**src/rtl/mv_result_streamer.sv**
```systemverilog
// Streams one matrix-vector result frame from shared BRAM onto a valid/ready port.
// Optional feature: define MV_RESULT_CHECKSUM_EN to add the frame XOR checksum output.
//
// state | meaning
// IDLE  | waiting for trig from the PE controller
// READ  | issuing BRAM reads while rd_idx < VECTOR_SIZE
// DRAIN | all reads issued, emptying the prefetch buffer
module mv_result_streamer #(
   parameter int unsigned DATA_WIDTH  = 32,
   parameter int unsigned VECTOR_SIZE = 64,
   parameter logic [31:0] BASE_ADDR   = 32'h0,
   parameter int unsigned CNT_WIDTH   = 7
) (
   input  logic                  aclk,
   input  logic                  aresetn,
   input  logic                  trig,
   output logic                  busy,
   output logic                  frame_done,
   output logic [31:0]           BRAM_ADDR,
   output logic                  BRAM_EN,
   output logic [3:0]            BRAM_WE,
   input  logic [DATA_WIDTH-1:0] BRAM_RDDATA,
   output logic [DATA_WIDTH-1:0] m_tdata,
   output logic                  m_tvalid,
   input  logic                  m_tready,
   output logic                  m_tlast
`ifdef MV_RESULT_CHECKSUM_EN
   ,
   output logic [DATA_WIDTH-1:0] checksum
`endif
);

   typedef enum logic [1:0] {
      ST_IDLE  = 2'd0,
      ST_READ  = 2'd1,
      ST_DRAIN = 2'd2
   } state_t;

   localparam logic [CNT_WIDTH-1:0] LAST_IDX = CNT_WIDTH'(VECTOR_SIZE - 1);

   state_t                state_q;
   state_t                state_d;
   logic [CNT_WIDTH-1:0]  rd_idx_q;
   logic                  inflight_q;
   logic                  inflight_last_q;
   logic [DATA_WIDTH-1:0] fifo_data_q [2];
   logic [1:0]            fifo_last_q;
   logic                  wr_ptr_q;
   logic                  rd_ptr_q;
   logic [1:0]            count_q;
   logic                  frame_done_q;

   logic                  trig_acc;
   logic                  pop;
   logic                  push;
   logic                  issue;
   logic                  hs_last;
   logic [1:0]            committed;

   // Popping entry counts as freed, which keeps one read per cycle under full ready.
   always_comb begin
      m_tvalid  = (count_q != 2'd0);
      pop       = m_tvalid && m_tready;
      push      = inflight_q;
      committed = count_q - {1'b0, pop} + {1'b0, inflight_q};
      issue     = (state_q == ST_READ) && (committed < 2'd2);
      trig_acc  = (state_q == ST_IDLE) && trig;
      m_tdata   = fifo_data_q[rd_ptr_q];
      m_tlast   = m_tvalid && fifo_last_q[rd_ptr_q];
      hs_last   = pop && m_tlast;
   end

   always_comb begin
      state_d = state_q;
      case (state_q)
         ST_IDLE: begin
            if (trig) state_d = ST_READ;
         end
         ST_READ: begin
            if (issue && (rd_idx_q == LAST_IDX)) state_d = ST_DRAIN;
         end
         ST_DRAIN: begin
            if (hs_last) state_d = ST_IDLE;
         end
         default: state_d = ST_IDLE;
      endcase
   end

   always_ff @(posedge aclk or negedge aresetn) begin
      if (!aresetn) state_q <= ST_IDLE;
      else          state_q <= state_d;
   end

   always_ff @(posedge aclk or negedge aresetn) begin
      if (!aresetn) begin
         rd_idx_q        <= '0;
         inflight_q      <= 1'b0;
         inflight_last_q <= 1'b0;
      end else begin
         inflight_q      <= issue;
         inflight_last_q <= issue && (rd_idx_q == LAST_IDX);
         if (trig_acc)   rd_idx_q <= '0;
         else if (issue) rd_idx_q <= rd_idx_q + CNT_WIDTH'(1);
      end
   end

   always_ff @(posedge aclk or negedge aresetn) begin
      if (!aresetn) begin
         fifo_data_q[0] <= '0;
         fifo_data_q[1] <= '0;
         fifo_last_q    <= 2'b00;
         wr_ptr_q       <= 1'b0;
         rd_ptr_q       <= 1'b0;
         count_q        <= 2'd0;
      end else begin
         if (push) begin
            fifo_data_q[wr_ptr_q] <= BRAM_RDDATA;
            fifo_last_q[wr_ptr_q] <= inflight_last_q;
            wr_ptr_q              <= ~wr_ptr_q;
         end
         if (pop) rd_ptr_q <= ~rd_ptr_q;
         count_q <= count_q + {1'b0, push} - {1'b0, pop};
      end
   end

   always_ff @(posedge aclk or negedge aresetn) begin
      if (!aresetn) frame_done_q <= 1'b0;
      else          frame_done_q <= hs_last;
   end

`ifdef MV_RESULT_CHECKSUM_EN
   logic [DATA_WIDTH-1:0] checksum_q;

   always_ff @(posedge aclk or negedge aresetn) begin
      if (!aresetn)      checksum_q <= '0;
      else if (trig_acc) checksum_q <= '0;
      else if (pop)      checksum_q <= checksum_q ^ m_tdata;
   end

   assign checksum = checksum_q;
`endif

   // Address is forced to zero when idle so reset and idle both present 0.
   assign BRAM_EN    = issue;
   assign BRAM_ADDR  = issue ? (BASE_ADDR + (32'(rd_idx_q) << 2)) : 32'h0;
   assign BRAM_WE    = 4'h0;
   assign busy       = (state_q != ST_IDLE);
   assign frame_done = frame_done_q;

endmodule

```
**config.mk**
```make
export PLATFORM = sky130hd
export DESIGN_NAME = mv_result_streamer
export DESIGN_NICKNAME = d
export VERILOG_FILES = /design/src/rtl/mv_result_streamer.sv
export SDC_FILE = /design/constraint.sdc
export NUM_CORES = 1
export LEC_CHECK = 0
export BUFFER_PORTS_ARGS = -buffer_cell sky130_fd_sc_hd__buf_4
export CORE_MARGIN = 2
export CORE_UTILIZATION = 54
export CTS_CLUSTER_SIZE = 16
export DETAILED_ROUTE_END_ITERATION = 6
export MAX_ROUTING_LAYER = met4
export PLACE_DENSITY = 0.84
export SKIP_LAST_GASP = 1
export SLEW_MARGIN = 20
export SYNTH_ARGS = -nofsm -noshare
export SYNTH_HDL_FRONTEND = slang
export SYNTH_SLANG_ARGS = --single-unit
```
**constraint.sdc**
```tcl
create_clock -name aclk -period 8.01 [get_ports aclk]
set_clock_uncertainty 0.2 [all_clocks]
set_input_delay 2.403 -clock aclk [delete_from_list [all_inputs] [get_ports aclk]]
set_output_delay 2.403 -clock aclk [all_outputs]
set_load 0.05 [all_outputs]
```
## Yosys cells after proc, flatten, opt, wreduce, memory -nomap -nowiden

Cells that the tools add are included.

- Mux-type cells: 18
- Reductions and logical operators: 13
- Bitwise logic cells: 4
- Equal/unequal tests: 6
- Order comparisons: 7
- Add/sub/neg operators: 5

Operators by type and width:

| kind | count |
|---|---|
| 32-bit two-way mux | 4 |
| 64-bit bitwise mux | 1 |
| 32-bit demux with 1-bit select | 1 |
| 7-bit two-way mux | 2 |
| 9-bit two-way mux | 1 |
| 1-bit logical AND | 8 |
| 7-bit by 1-bit adder with 7-bit output (second input constant) | 1 |
| 7-bit by 6-bit == test with 1-bit output (second input constant) | 1 |
| 2-bit two-way mux | 3 |
| 2-bit one-hot mux with 3 select lines | 1 |
| 2-bit nonzero test | 3 |
| 2-bit by 1-bit adder with 2-bit output | 2 |
| 2-bit >= comparator (second input constant) | 2 |
| 1-bit by 2-bit less-than comparator with 1-bit output (second input constant) | 2 |
| 2-bit != test (second input constant) | 2 |
| 1-bit inverter with 2-bit output | 2 |
| 2-bit by 1-bit subtractor with 2-bit output | 2 |
| 1-bit two-way mux | 3 |
| 3-bit AND reduction | 1 |
| 2-bit bitwise mux | 1 |
| 2-bit by 1-bit == test with 1-bit output (second input constant) | 1 |
| 2-bit == test (second input constant) | 1 |
| 2-bit zero test | 1 |
| 2-bit by 1-bit less-than comparator with 1-bit output (second input constant) | 1 |
| 5 further kinds | 6 |

- Output and inout port bits: 73
- Bits of input ports: 36
- Word-level logic and storage cells: 64
- Register bits after elaboration: 82

## Depth between registers and ports, before layout

- Word-level depth: 9
- Gate-level depth with buffers: 9
- Mapped depth without buffers: 9

## Worst setup path before layout

OpenSTA, ideal clock, no wires.

- Path kind: input-to-output
- From: input port m_tready
- To: output port BRAM_ADDR[2]
- Data arrival time: 4.694 ns
- Stages: 8
- Path buffers: 0
- Slack: 0.713 ns
- Required time: 5.407 ns
- Cells stage by stage: o21ai_0 > inv_1 > ha_1 > inv_1 > ha_1 > xor3_1 > nor2_1 > and2_1

- Longest elaborated chain between the ends: 6

RTL lines:

| what | line | source |
|---|---|---|
| start: declaration | 25 | `input logic m_tready,` |
| 1-bit logical AND | 63 | `pop = m_tvalid && m_tready;` |
| named net pop | 54 | `logic pop;` |
| 2-bit by 1-bit subtractor with 2-bit output | 65 | `committed = count_q - {1'b0, pop} + {1'b0, inflight_q};` |
| 2-bit by 1-bit adder with 2-bit output | 65 |  |
| 2-bit less-than comparator | 66 | `issue = (state_q == ST_READ) && (committed < 2'd2);` |
| 1-bit logical AND | 66 |  |
| named net BRAM_EN | 20 | `output logic BRAM_EN,` |
| 9-bit two-way mux | 145 | `assign BRAM_ADDR = issue ? (BASE_ADDR + (32'(rd_idx_q) << 2)) : 32'h0;` |
| end: declaration | 19 | `output logic [31:0] BRAM_ADDR,` |

The timed path passes the listed nets, and every way through them passes these cells.

## Worst setup path in the final report

- From: input port m_tready
- To: output port BRAM_ADDR[8]

- Longest elaborated chain between the ends: 6

RTL lines:

| what | line |
|---|---|
| 1-bit logical AND | 63 |
| named net pop | 54 |
| 2-bit by 1-bit subtractor with 2-bit output | 65 |
| 2-bit by 1-bit adder with 2-bit output | 65 |
| 2-bit less-than comparator | 66 |
| 1-bit logical AND | 66 |
| 9-bit two-way mux | 145 |

The timed path passes the listed nets, and every way through them passes these cells.

==> run_results.csv <==
group,metric,value,unit
sta,fin_crit_sh,0.881,
logic_synthesis,netlist_area,3830,um^2
die,ios,109,
global_routing,grt_util_all_layers,0.184,
sta,finalHoldViolations,0,
cells_and_area,diodes,0,
clock_network,cts_setup_buffers,0,
detailed_routing,drt-initial-drc-count,116,
detailed_routing,detail_route.wl_per_cell,14.6,um
global_routing,grt_max_degree,83,
sta,fmax,142,MHz
logic_synthesis,yosysUniqueCellTypes,32,
worst_setup_path,required,5410,ps
worst_setup_path,critPathMaxStageDelay,440,ps
worst_setup_path,crit_family,"simple AND/OR/NAND/NOR gates",
sta,slew_viol_final,0,
sta,worst_pin_slew,975,ps
job,maxCapViolations,0,
worst_setup_path,critPathLaunchType,"primary input",
logic_synthesis,ys_warn_count,0,
cells_and_area,final_common_cell,"mux2_2",
worst_setup_path,timing.critical_path.buf_inv,4,
clock_network,cts-root-buf,"clkbuf_8",
logic_synthesis,synth_xor_area_frac,0.0108,
clock_network,htree_levels,3,
worst_setup_path,setup.worst_path.start,"m_tready",
cells_and_area,area_growth,19.5,%
place,routabilityCongestion,0.841,
clock_network,clk_pin_slew,70,ps
logic_synthesis,synth_compound_area_frac,0.0190,
detailed_routing,first_pass_iters,4,
worst_setup_path,crit_type,"primary input to output pin",
outcome,status,"finished, final reports clean",
cells_and_area,layout-drive-gt1-share,0.538,
detailed_routing,wl,6760,um
worst_hold_path,holdPathStages,1,
clock_network,cts_tree,"built",
worst_hold_path,holdCritPathClass,"register to register",
logic_synthesis,synth_top_family_by_area,"multiplexers",
sta,grt_setup_unrepaired,"no",
worst_setup_path,cp.depth,10,
die,initial_core_util,0.560,
worst_setup_path,cp_max_fo,15,
detailed_routing,vias,2317,
sta,finalSetupTns,0,ps
detailed_routing,antenna_left,0,
die,row_count,30,
place,dp_hpwl,4630,um
global_routing,grt_pass1_vias,2309,
logic_synthesis,syn_avg_cell_area,13.4,um^2
worst_setup_path,rr_worst_depth,9,
clock_network,numCtsBuffers,9,
global_routing,antenna_found_initial,0,
cells_and_area,fill_cells,529,
sta,maxSlewHeadroom,0.348,
worst_setup_path,worst_path_max_delay_cell,"nor2_1",
detailed_routing,via_per_inst,4.99,
worst_setup_path,r2r_start,"count_q[0]$_DFF_PN0_",
cells_and_area,layout_common_cells,"mux2_2 (98), dfrtp_1 (82), buf_4 (80)",
worst_setup_path,path_cells,"buf_4 > o21ai_0 > inv_1 > ha_1 > inv_1 > ha_1 > xor3_1 > nor2_1 > and2_1 > buf_4",
logic_synthesis,ys_seq_elements,82,
logic_synthesis,yosys-mux-area-fraction,0.296,
logic_synthesis,seq_area_frac_synth,0.536,
die,dieArea,7780,um^2
global_routing,overflow,0,
clock_network,ctsHoldBuffers,0,
worst_setup_path,cp.arrival,4460,ps
sta,setup_viol,0,
die,core-area,6830,um^2
logic_synthesis,synth_fa_ha_area_frac,0.00981,
place,numPortBuffers,79,
sta,layout_min_cycle_time,7060,ps
clock_network,cts-resized-gates,0,
clock_network,clockBufferDepth,2,
global_routing,grt_pass1_wl,10600,um
detailed_routing,drc_errors,0,
logic_synthesis,syn_inst,285,
clock_network,clk_latency,340,ps
worst_setup_path,end_kind,"output pin",
logic_synthesis,synth-simple-area-share,0.0484,
clock_network,clock-sinks,82,
cells_and_area,final_nets,402,
die,dieWidth,88.2,um
die,die_h,88.2,um
worst_hold_path,min_from,"rd_idx_q[4]$_DFFE_PN0P_",
[routing by layer]
metal / vias to the layer above / GRT usage / wire, um
li1: 1096 / - / -
met1: 1132 / 0.229 / 2980
met2: 78 / 0.299 / 3280
met3: 11 / 0.0386 / 412
met4: 0 / 0.0661 / 91
met5: - / - / 0
[cell usage after synthesis (all sizes together)]
cell type	number	area, um^2
a21oi	4	20.0
and2	6	37.5
buf	40	264
clkbuf	2	7.51
conb	1	3.75
dfrtp	82	2050
ha	3	37.5
inv	8	30.0
mux2	98	1100
mux2i	3	30.0
nand2	3	11.3
nand2b	2	12.5
nand3	2	10.0
nand3b	1	7.51
nand4	2	12.5
nor2	7	26.3
nor2b	1	6.26
nor3	3	15.0
o21ai	4	20.0
o311ai	1	8.76
o31ai	2	15.0
o41ai	1	8.76
or2	1	6.26
or3	2	12.5
or3b	1	8.76
or4	2	18.8
xnor2	1	8.76
xor2	1	8.76
xor3	1	23.8
[final timing paths]
check                      slack (ps)                           to
max in group asynchronous        5230  fifo_data_q[30]$_DFFE_PN0P_
min in group asynchronous        1880  fifo_data_q[20]$_DFFE_PN0P_
hold reg to reg                   290      rd_idx_q[4]$_DFFE_PN0P_
hold / removal                    290      rd_idx_q[4]$_DFFE_PN0P_
setup / recovery                  950                 BRAM_ADDR[8]
setup reg to reg                 5280       state_q[0]$_DFFE_PN0P_
[kinds of logic (layout without fill, tap and decap cells)]
| family | Yosys count | count (layout) |
|---|---|---|
| buf+inv | 50 | 105 |
| flops | 82 | 82 |
| other cells | 1 | 29 |
| mux | 101 | 101 |
| compound gates | 12 | 12 |
| xor+xnor | 3 | 3 |
| simple gates | 33 | 33 |
| fa+ha+maj | 3 | 3 |
[registers in the layout (all words and copies together) (netlist names)]
register and count:
rd_idx_q 7, count_q 2, inflight_q 1, state_q 2
wr_ptr_q 1, fifo_data_q 64, rd_ptr_q 1, fifo_last_q 2
frame_done 1, inflight_last_q 1
[cell type report]
cell class / instances / area [um^2] / area share
repair buffers: 81 / 612 / 0.134
multi-input cells: 181 / 1590 / 0.347
flip-flops and latches: 82 / 2050 / 0.449
clock inverters: 5 / 30.0 / 0.00657
clock buffers: 11 / 141 / 0.0309
well taps: 96 / 120 / 0.0263
inverters: 8 / 30.0 / 0.00657
[through the flow]
stage | util | std cells | setup slack, ps | instance area, um^2 | hold slack [ps]
detailed placement | 0.644 | 448 | 900 | 4400 | 281
floorplan | - | 313 | 713 | 3930 | 249
global route | 0.669 | 464 | 742 | 4570 | 301
global placement | 0.644 | 448 | 1040 | 4400 | 274
CTS | 0.669 | 464 | 892 | 4570 | 295
finish | 0.669 | 464 | 951 | 4570 | 290
Power is not shown: default switching activity piles up to over one toggle a cycle in this logic, so the estimate is an artifact.
